[src/rtl/wb2apb_pkg.sv]
// Shared types for the Wishbone-classic to APB4 bridge.
package wb2apb_pkg;

    typedef enum logic [1:0] {IDLE, SETUP, ACCESS, RESP} state_t;

    typedef enum logic [1:0] {RSP_OK, RSP_SLVERR, RSP_TIMEOUT, RSP_MISALIGN} rsp_t;

    localparam int STRB_W = 4;

endpackage

[src/rtl/wb2apb_timeout.sv]
// ACCESS-phase wait counter: cleared on SETUP entry and flags the last allowed wait cycle.
module wb2apb_timeout #(
    parameter int TIMEOUT = 16
) (
    input  logic clk,
    input  logic rst,
    input  logic clr,
    input  logic en,
    output logic expired
);

    localparam int CNT_W = (TIMEOUT > 1) ? $clog2(TIMEOUT) : 1;

    logic [CNT_W-1:0] count;

    always_ff @(posedge clk or posedge rst) begin
        if (rst) begin
            count <= '0;
        end else if (clr) begin
            count <= '0;
        end else if (en && !expired) begin
            count <= count + CNT_W'(1);
        end
    end

    generate
        if (TIMEOUT > 0) begin : g_on
            localparam logic [CNT_W-1:0] LAST = CNT_W'(TIMEOUT - 1);
            assign expired = (count == LAST);
        end else begin : g_off
            assign expired = 1'b0;
        end
    endgenerate

endmodule

[src/rtl/wb2apb_bridge.sv]
// Wishbone classic slave to APB4 master: one Wishbone cycle becomes exactly one APB transfer,
// with misaligned-address rejection and a pready timeout. All outputs are registered.
module wb2apb_bridge
    import wb2apb_pkg::*;
#(
    parameter int ADDR_W  = 32,
    parameter int DATA_W  = 32,
    parameter int TIMEOUT = 16
) (
    input  logic              clk,
    input  logic              rst,
    input  logic              wb_cyc_i,
    input  logic              wb_stb_i,
    input  logic              wb_we_i,
    input  logic [ADDR_W-1:0] wb_adr_i,
    input  logic [DATA_W-1:0] wb_dat_i,
    input  logic [STRB_W-1:0] wb_sel_i,
    output logic [DATA_W-1:0] wb_dat_o,
    output logic              wb_ack_o,
    output logic              wb_err_o,
    output logic [ADDR_W-1:0] paddr,
    output logic              psel,
    output logic              penable,
    output logic              pwrite,
    output logic [DATA_W-1:0] pwdata,
    output logic [STRB_W-1:0] pstrb,
    input  logic              pready,
    input  logic [DATA_W-1:0] prdata,
    input  logic              pslverr,
    output state_t            dbg_state
);

    // Handshakes: a Wishbone request is cyc&stb while neither ack nor err is showing; each
    // accepted request ends in exactly one single-cycle ack or err, unless cyc drops mid-transfer.
    // On APB, psel/paddr/pwrite/pwdata/pstrb stay stable through ACCESS until pready is sampled high.
    state_t state;
    logic   aborted;
    logic   req;
    logic   cyc_lost;
    logic   to_clr;
    logic   to_en;
    logic   to_expired;
    rsp_t   acc_rsp;

    assign req       = wb_cyc_i && wb_stb_i && !wb_ack_o && !wb_err_o;
    assign cyc_lost  = aborted || !wb_cyc_i;
    assign to_clr    = (state == IDLE) && req;
    assign to_en     = (state == ACCESS) && !pready;
    assign dbg_state = state;

    always_comb begin
        acc_rsp = RSP_OK;
        if (pready) begin
            acc_rsp = pslverr ? RSP_SLVERR : RSP_OK;
        end else if (to_expired) begin
            acc_rsp = RSP_TIMEOUT;
        end
    end

    wb2apb_timeout #(.TIMEOUT(TIMEOUT)) u_timeout (
        .clk     (clk),
        .rst     (rst),
        .clr     (to_clr),
        .en      (to_en),
        .expired (to_expired)
    );

    always_ff @(posedge clk or posedge rst) begin
        if (rst) begin
            state    <= IDLE;
            aborted  <= 1'b0;
            psel     <= 1'b0;
            penable  <= 1'b0;
            pwrite   <= 1'b0;
            paddr    <= '0;
            pwdata   <= '0;
            pstrb    <= '0;
            wb_ack_o <= 1'b0;
            wb_err_o <= 1'b0;
            wb_dat_o <= '0;
        end else begin
            wb_ack_o <= 1'b0;
            wb_err_o <= 1'b0;
            case (state)
                IDLE: begin
                    if (req) begin
                        aborted <= 1'b0;
                        if (wb_adr_i[1:0] != 2'b00) begin
                            // Misaligned: answer straight away, the APB side never sees it.
                            wb_err_o <= 1'b1;
                            wb_dat_o <= '0;
                            state    <= RESP;
                        end else begin
                            psel   <= 1'b1;
                            paddr  <= wb_adr_i;
                            pwrite <= wb_we_i;
                            pwdata <= wb_dat_i;
                            pstrb  <= wb_we_i ? wb_sel_i : '0;
                            state  <= SETUP;
                        end
                    end
                end
                SETUP: begin
                    penable <= 1'b1;
                    if (!wb_cyc_i) aborted <= 1'b1;
                    state <= ACCESS;
                end
                ACCESS: begin
                    if (!wb_cyc_i) aborted <= 1'b1;
                    if (pready || to_expired) begin
                        psel    <= 1'b0;
                        penable <= 1'b0;
                        state   <= RESP;
                        // An abandoned cycle still finishes on APB but reports nothing upstream.
                        if (!cyc_lost) begin
                            wb_ack_o <= (acc_rsp == RSP_OK);
                            wb_err_o <= (acc_rsp != RSP_OK);
                            wb_dat_o <= (acc_rsp == RSP_OK && !pwrite) ? prdata : '0;
                        end
                    end
                end
                RESP: begin
                    state <= IDLE;
                end
                default: begin
                    state <= IDLE;
                end
            endcase
        end
    end

endmodule

[config.mk]
export PLATFORM = sky130hd
export DESIGN_NAME = wb2apb_bridge
export DESIGN_NICKNAME = d
export VERILOG_FILES = /design/src/rtl/wb2apb_pkg.sv /design/src/rtl/wb2apb_timeout.sv /design/src/rtl/wb2apb_bridge.sv
export SDC_FILE = /design/constraint.sdc
export NUM_CORES = 1
export LEC_CHECK = 0
export ABC_AREA = 1
export CORE_UTILIZATION = 42
export CTS_CLUSTER_DIAMETER = 30
export DETAILED_ROUTE_END_ITERATION = 6
export PLACE_DENSITY = 0.8
export SYNTH_ARGS = -nofsm -noshare
export SYNTH_HDL_FRONTEND = slang
export SYNTH_HIERARCHICAL = 1
export SYNTH_SLANG_ARGS = --single-unit
[constraint.sdc]
create_clock -name clk -period 3.9 [get_ports clk]
set_input_delay 0.78 -clock clk [delete_from_list [all_inputs] [get_ports clk]]
set_output_delay 0.78 -clock clk [all_outputs]
set_load 0.05 [all_outputs]
==> flow_summary.toml, run 1 <==
[sta]
hold_slack_ps = 471
fin_ws_ps = 1320
slew_headroom_pct = 16.9
worst_slew_pin_slew_ps = 1240
finalSetupViolations = 0
hold_viol = 0
min_period_ps = 2580
clock_skew_ps = 6.59
post-route-period-util_pct = 66.0
fin_setup_tns_ps = 0
rsz0062_at_grt = "false"
fmax_ghz = 0.388
slew_violations = 0

[pwr]
ir_worst_vdd_mv = 0.630
power_density_mw_per_mm2 = 904
p_total_mw = 6.58
leakage_nw = 3.62

[critical_path]
critPathTopFamily = "simple AND/OR/NAND/NOR gates"
crit_fanout = 32
timing.critical_path.to_type = "flop"
path_cells = "clkdlybuf4s50_1 -> inv_1 -> nand2_1 -> nand3_1 -> nor2_1 -> nand3_1 -> nand2_1"
worst-path-buf-inv = 2
slowest_stage = "nand3_1"
crit_type = "input pin to flop"
critPathArrivalTime_ps = 2850
start_kind = "input pin"
slowest_delay_ps = 830
cp.required_ps = 4180

[synthesis]
syn_inst = 595
synth_largest_area_cell = "dfrtp_1"
synth_edf_count = 0
synthAdderAreaFrac_pct = 1.04
synth_top_family_by_area = "simple AND/OR/NAND/NOR gates"
yosys.area_share.simple_pct = 34.2
synth.most_common_cell = "nand2_1"
yosysUniqueCellTypes = 21
synth-main-ff-cell = "dfrtp_1"
ys_ff_latch = 112
ys_warn_count = 6
synthXorXnorAreaFrac_pct = 0.182
syn_nets = 706
synth.yosys.seq_area_share_pct = 58.3
netlist_top_cells_area = "dfrtp_1, nand2_1, nand3_1"
yosys-top-cells-count = "nand2_1, dfrtp_1, nor2_1"
netlist_area_mm2 = 0.00481
synth.mux.area_fraction_pct = 0
synth_compound_area_share_pct = 1.43
avgSynthCellArea_um2 = 8.08
yosysTopAreaCellShare_pct = 58.3
async_reset_ff_share_pct = 100

[floorplan]
die_h_um = 109
dieArea_mm2 = 0.0119
rows = 38
core_mm2 = 0.0110
start_util_pct = 43.8
die_w_um = 109
io_pins = 214

[place]
place_ws_ps = 1000
post_dp_cell_area_mm2 = 0.00701
dpl.hpwl_um = 9260
gp_congestion = 0.796
portBuffers = 213

[clocking]
clock_latency_ps = 340
clk_pin_slew_ps = 70
cts_setup_buffers = 0
clk_path_buf_depth = 2
hold_buffers = 0
cts_tree = "yes"
cts-resized-gates = 0
cts_root_buf = "clkbuf_16"
clkSinkCount = 112
htree_levels = 3
cts_made_buffers = 9

[route]
dr.pass1.iters = 4
drt_iter0_markers = 292
drtAntennaViolNets = 0
wl_met2_um = 6250
routed_wl_um = 13100
wl_per_cell_um = 14.0
drc = 0
highest_layer = "met4"
vias = 4504
wl_met1_um = 5240
routed-wl-met3_um = 1400
via_per_inst = 4.81

[flow_run]
drv_cap = 0

[final_layout]
layout-drive-gt1-share_pct = 3.39
final_area_mm2 = 0.00728
syn2layout_area_growth_pct = 51.5
antenna-diode-count = 0
finalNetCount = 904

[worst_hold_path]
hold_path_class = "flop to flop"

[grt]
grt_use_total_pct = 22.8
grt_pass1_vias = 4480
grt-ovfl-total = 0
antenna_found_initial = 0
grt_pass1_wl_um = 21000
grt_start_max_net_pins = 72

[outcome]
status = "finished clean"
-- cell families (layout without fill, tap and decap cells) --
kind of cell / after synthesis / in the layout
buffers and inverters: 51 / 252
AND/OR/NAND/NOR: 414 / 414
XOR/XNOR: 1 / 1
adder cells (fa/ha/maj): 4 / 4
flip-flops: 112 / 112
AO/OA/AOI/OAI: 13 / 13
-- metal layers --
metal	global-route usage [%]	up-vias
li1	-	2215
met1	27.1	2073
met2	38.2	194
met3	8.07	22
met4	7.72	0
met5	0	-
-- area by class of cell --
cell class,instances,area [um^2]
Clock buffer,12,256
Clock inverter,2,16.3
Fill cell,935,3700
Inverter,20,77.6
Multi-Input combinational cell,432,1770
Sequential cell,112,2800
Tap cell,140,175
Timing Repair Buffer,218,2180
-- flip-flops by register name (all words and copies together), names as in the netlist --
name             cells
pwrite               1
penable              1
u_timeout/count      4
dbg_state            2
pwdata              32
paddr               32
wb_err_o             1
aborted              1
wb_dat_o            32
psel                 1
wb_ack_o             1
pstrb                4
-- path summary, 6_finish.rpt --
path | startpoint | end | slack (ps) | depth (start not counted)
hold / removal | wb_dat_o[20] | wb_dat_o[20] | 470 | 2
hold reg to reg | wb_dat_o[20] | wb_dat_o[20] | 470 | 2
setup reg to reg | dbg_state[0] | wb_dat_o[24] | 1490 | 7
min in group asynchronous | rst | u_timeout/count[2] | 700 | 2
max in group asynchronous | rst | paddr[1] | 2250 | 3
setup / recovery | pready | wb_dat_o[0] | 1320 | 7
-- stage by stage --
stage	utilization, %	instances
6_report	66.3	936
5_1_grt	66.3	936
4_1_cts	66.3	936
3_5_place_dp	63.8	922
3_3_place_gp	63.8	922
2_1_floorplan	-	595
-- layout by cell type, fill, tap and decap left out, types with 2 or more instances in the layout --
| cell type | synthesis | layout |
|---|---|---|
| dfrtp_1 | 112 | 112 |
| clkbuf_16 | 0 | 9 |
| o21ai_0 | 10 | 10 |
| nand3_1 | 39 | 39 |
| inv_2 | 3 | 3 |
| inv_1 | 17 | 16 |
| nand2_1 | 325 | 325 |
| a21oi_1 | 2 | 2 |
| clkbuf_8 | 0 | 2 |
| buf_4 | 6 | 4 |
| nor2_2 | 2 | 2 |
| nor2_1 | 41 | 41 |
| ha_1 | 4 | 4 |
| clkdlybuf4s50_1 | 0 | 213 |
| nand4_1 | 3 | 3 |
-- power by group --
group	leakage, nW	switching [mW]	internal, mW	total, mW
registers	1.47	0.287	1.64	1.92
clock network	0.131	0.399	0.463	0.862
logic	2.02	2.61	1.18	3.80
-- tightest hold or removal path: stages, from the launching register on --
cell and delay, ps:
dfrtp_1 340, nand2_1 60, nand2_1 50
No activity file was read; power rests on OpenSTA's default activity.
==> inputs of run 2 (changes only) <==
==> constraint.sdc (replaced) <==
create_clock -name clk -period 2.5 [get_ports clk]
set_input_delay 0.5 -clock clk [delete_from_list [all_inputs] [get_ports clk]]
set_output_delay 0.5 -clock clk [all_outputs]
set_load 0.05 [all_outputs]
==> flow_summary.toml, run 2 (synthesized netlist as in run 1, its figures left out) <==
[outcome]
status = "finished clean"

[critical_path]
crit_fanout = 32
critPathTopFamily = "simple AND/OR/NAND/NOR gates"
slowest_delay_ps = 540
slowest_stage = "nand3_2"
cp.depth = 7
crit_path_start = "dbg_state[0]"
cp.required_ps = 2730
timing.critical_path.to_type = "flop"
worst-path-buf-inv = 1
r2r-end = "wb_dat_o[1]"
r2r_slack_ps = 290
r2r-start = "dbg_state[0]"
path_cells = "inv_1 -> ha_1 -> nor2_1 -> a21oi_1 -> nand3_2 -> nand2_1 -> nand2_1"
critPathArrivalTime_ps = 2430
start_kind = "flop"
crit_type = "flop to flop"
endpoint = "wb_dat_o[1]"
crit_top_cell = "nand2_1"
reg2reg_depth = 7

[sta]
rsz0062_at_grt = "false"
finalSetupViolations = 0
fmax_ghz = 0.453
fin_setup_tns_ps = 0
slew_headroom_pct = 55.3
worst_slew_pin_slew_ps = 671
hold_viol = 0
slew_violations = 0
post-route-period-util_pct = 88.2
clock_skew_ps = 8.45
min_period_ps = 2210

[final_layout]
finalNetCount = 908
fin_cells = 942
final_cell_mix = "nand2_1, clkdlybuf4s50_1, dfrtp_1"
top_regs = "paddr x32, pwdata x32, wb_dat_o x32"
syn2layout_area_growth_pct = 54.1
antenna-diode-count = 0
final_common_cell = "nand2_1"
layout-drive-gt1-share_pct = 4.24

[pwr]
leakage_nw = 3.68
ir_worst_vdd_mv = 0.935
power_density_mw_per_mm2 = 1420

[clocking]
htree_levels = 3
cts_setup_buffers = 0
hold_buffers = 0
cts_made_buffers = 9
cts-resized-gates = 0
cts_root_buf = "clkbuf_16"
clk_pin_slew_ps = 70
clk_path_buf_depth = 2
cts_tree = "yes"
clkSinkCount = 112
clock_latency_ps = 340

[grt]
grt_start_max_net_pins = 72
grt_pass1_vias = 4705
antenna_found_initial = 0
grt-ovfl-total = 0
grt_pass1_wl_um = 22000
grt_use_total_pct = 23.8

[flow_run]
drv_cap = 0

[route]
drt_iter0_markers = 349
vias = 4599
via_per_inst = 4.88
dr.pass1.iters = 6
drtAntennaViolNets = 0
drc = 0
wl_per_cell_um = 14.5
routed_wl_um = 13700

[floorplan]
rows = 38
die_w_um = 109
io_pins = 214
start_util_pct = 43.8
dieArea_mm2 = 0.0119
die_h_um = 109
core_mm2 = 0.0110

[place]
gp_congestion = 0.840
dpl.hpwl_um = 9740
portBuffers = 213
dp.cells = 926

[worst_hold_path]
hold_path_class = "input pin to async pin"
-- run 2: changes by cell type in the layout (fill, tap and decap cells not counted), sizes merged --
cell and delta:
buf +4, bufinv +2, clkbuf -2, clkinv +1, clkinvlp +1
-- run 2: worst min path at each step --
stage | from | endpoint | slack [ps] | depth (start not counted)
2_1_floorplan | rst | u_timeout/count[0] | 270 | 1
3_3_place_gp | wb_dat_o[18] | wb_dat_o[18] | 450 | 2
3_5_place_dp | wb_dat_o[18] | wb_dat_o[18] | 460 | 2
4_1_cts | rst | u_timeout/count[2] | 440 | 2
5_1_grt | rst | u_timeout/count[2] | 460 | 2
6_report | rst | u_timeout/count[1] | 450 | 2
-- run 2: routing by layer --
layer / routed length (um) / share of wire (%) / vias up / GRT usage [%]
met3: 1350 / 9.9 / 21 / 7.71
li1: - / - / 2221 / -
met1: 5480 / 40 / 2161 / 29.1
met5: 0 / 0 / - / 0
met4: 221 / 1.6 / 0 / 8.30
met2: 6630 / 48 / 196 / 39.4
-- run 2: cell type report --
cell class | count | area, um^2
fillers | 900 | 3570
flip-flops and latches | 112 | 2800
repair buffers | 222 | 2250
multi-input cells | 432 | 1770
clock buffers | 10 | 239
well taps | 140 | 175
clock inverters | 6 | 90.1
inverters | 20 | 78.8
-- run 2: worst reg2reg max path: stages, from the launching register on --
cell and delay, ps:
dfrtp_1 430, inv_1 130, ha_1 360, nor2_1 100, a21oi_1 220, nand3_2 540, nand2_1 230, nand2_1 90
-- run 2: stage by stage --
step | setup slack, ps | utilization (%) | total power, mW | hold slack (ps) | area [um^2]
3_3_place_gp | 332 | 64.5 | 8.86 | 453 | 7080
2_1_floorplan | 593 | - | 6.91 | 266 | 4810
6_report | 295 | 67.5 | 10.5 | 446 | 7410
4_1_cts | 300 | 67.5 | 10.6 | 439 | 7410
3_5_place_dp | 210 | 64.5 | 9.00 | 458 | 7080
5_1_grt | 40.5 | 67.5 | 11.1 | 461 | 7410
-- run 2: power by group --
part	internal [mW]	leakage, nW	switching, mW
logic	1.86	2.05	4.10
registers	2.55	1.47	0.466
clock network	0.910	0.159	0.655
==> inputs of run 3 (changes only) <==
--- a/config.mk
+++ b/config.mk
@@ -5,8 +5,7 @@
 export SDC_FILE = /design/constraint.sdc
 export NUM_CORES = 1
 export LEC_CHECK = 0
-export ABC_AREA = 1
-export CORE_UTILIZATION = 42
+export CORE_UTILIZATION = 40
 export CTS_CLUSTER_DIAMETER = 30
 export DETAILED_ROUTE_END_ITERATION = 6
 export PLACE_DENSITY = 0.8
==> flow_summary.toml, run 3 <==
[synthesis]
synth.most_common_cell = "dfrtp_1"
synth.yosys.seq_area_share_pct = 64.3
async_reset_ff_share_pct = 100
yosysTopAreaCellShare_pct = 64.3
yosysUniqueCellTypes = 37
avgSynthCellArea_um2 = 14.7
ys_ff_latch = 112
ys_warn_count = 6
synth_largest_area_cell = "dfrtp_1"
yosys-top-cells-count = "dfrtp_1, mux2_1, a22o_1"
netlist_top_cells_area = "dfrtp_1, mux2_1, a22o_1"
syn_nets = 408
syn_inst = 297
netlist_area_mm2 = 0.00436
synth_edf_count = 0
synth-main-ff-cell = "dfrtp_1"

[pwr]
leakage_nw = 3.07
ir_worst_vdd_mv = 0.598
power_switching_mw = 3.67
p_sw_share_pct = 46.1
seq_power_share_pct = 34.0
power_density_mw_per_mm2 = 1150
comb_power_share_pct = 52.8
power.clock.fraction_pct = 13.1
p_total_mw = 7.96
p_int_mw = 4.29

[grt]
grt_use_met2_pct = 35.9
grt_start_max_net_pins = 36
grt-ovfl-total = 0
busiest_layer = "met2"
grt_pass1_vias = 3521
grt_use_total_pct = 20.3
antenna_found_initial = 0
met1_usage_pct = 24.9
grt_pass1_wl_um = 17900
met3_usage_pct = 4.11

[final_layout]
final_common_cell = "clkdlybuf4s50_1"
antenna-diode-count = 0
final_cell_mix = "clkdlybuf4s50_1, dfrtp_1, mux2_1"
fin_util_pct = 66.3
final_area_mm2 = 0.00694
syn2layout_area_growth_pct = 59.2
top_regs = "paddr x32, pwdata x32, wb_dat_o x32"
fill_cells = 784
layout-drive-gt1-share_pct = 6.91
finalNetCount = 627

[clocking]
cts_made_buffers = 9
hold_buffers = 0
htree_levels = 3
clock_latency_ps = 360
cts-resized-gates = 0
clk_pin_slew_ps = 110
cts_root_buf = "clkbuf_8"
cts_setup_buffers = 0
clkSinkCount = 112
clk_path_buf_depth = 2
cts_tree = "yes"

[critical_path]
path_cells = "clkdlybuf4s50_1"
slowest_delay_ps = 830
crit_type = "flop to primary output"
crit_path_start = "pwrite"
crit_fanout = 3
r2r-start = "dbg_state[0]"
worst-path-buf-inv = 1
start_kind = "flop"
cp.required_ps = 2000
critPathTopFamily = "buffers and inverters"
critPathArrivalTime_ps = 1570
r2r_slack_ps = 450
timing.critical_path.to_type = "primary output"
reg2reg_depth = 5
slowest_stage = "clkdlybuf4s50_1"
r2r-end = "paddr[14]"

[sta]
fin_ws_ps = 425
slew_violations = 0
slew_headroom_pct = 55.8
worst_slew_pin_slew_ps = 661
hold_viol = 0
fmax_ghz = 0.482
finalSetupViolations = 0
clock_skew_ps = 14.8
min_period_ps = 2070
fin_setup_tns_ps = 0
rsz0062_at_grt = "false"
post-route-period-util_pct = 83.0

[route]
vias = 3260
routed_wl_um = 11000
via_per_inst = 4.96
drt_iter0_markers = 185
drc = 0
drtAntennaViolNets = 0
dr.pass1.iters = 4
wl_per_cell_um = 16.8

[floorplan]
start_util_pct = 41.7
die_h_um = 106
rows = 37
core_mm2 = 0.0105
dieArea_mm2 = 0.0113
io_pins = 214
die_w_um = 106

[place]
post_dp_cell_area_mm2 = 0.00674
portBuffers = 213
place_ws_ps = 169
gp_congestion = 0.777
dpl.hpwl_um = 8330

[worst_hold_path]
hold_path_class = "input pin to async pin"

[outcome]
status = "finished clean"

[flow_run]
drv_cap = 0
==> run 3: cell types whose count changed after synthesis, moves of 5 or more <==
cell	change
o21ai_0	-5
mux2_1	+63
o21ai_1	+9
a22o_1	+31
clkbuf_1	-8
buf_2	-5
nand3_1	-39
nand2_1	-315
nor2_1	-34
inv_1	-11
==> run 3: per-stage QoR <==
stage	std cells	hold WS [ps]
3_5_place_dp	641	475
2_1_floorplan	297	266
5_1_grt	657	375
4_1_cts	657	376
6_report	657	386
3_3_place_gp	641	472
==> run 3: how the worst max path moves through the flow <==
stage,end,cells past startpoint
after global placement,pwdata[18],5
after CTS,dbg_state[1],1
after floorplan,pwrite,6
after detailed placement,paddr[21],5
after global routing,paddr[14],5
final,pwrite,1
==> run 3: power by group through the flow <==
stage                     sequential, mW  combinational (mW)  clock, mW
after floorplan                     4.64               0.762          0
after global placement              2.71                4.16          0
after detailed placement            2.75                4.23          0
after CTS                           2.72                4.24       1.09
after global routing                2.79                4.40       1.16
final                               2.71                4.21       1.05
==> run 3: logic make-up after synthesis <==
group	count (synthesis)	share of synthesized area (%)
muxes	67	17.3
and+or+nand+nor	38	5.25
adders and majority gates	4	1.15
buffers and inverters	20	2.27
AOI/OAI and AO/OA	56	9.68
DFF	112	64.3
==> run 3: per-layer routing <==
| layer | part of all wire [%] | vias to the layer above |
|---|---|---|
| li1 | - | 1503 |
| met1 | 41 | 1608 |
| met2 | 52 | 139 |
| met3 | 6.1 | 10 |
| met4 | 1.0 | 0 |
| met5 | 0 | - |
==> run 3: layout make-up <==
cell class / instances / area, um^2 / area share (%)
sequential: 112 / 2800 / 40.4
timing repair buffer: 222 / 2270 / 32.8
multi-input combinational: 165 / 1470 / 21.2
tap: 136 / 170 / 2.45
clock buffer: 10 / 138 / 1.98
clock inverter: 6 / 57.6 / 0.829
inverter: 6 / 26.3 / 0.379
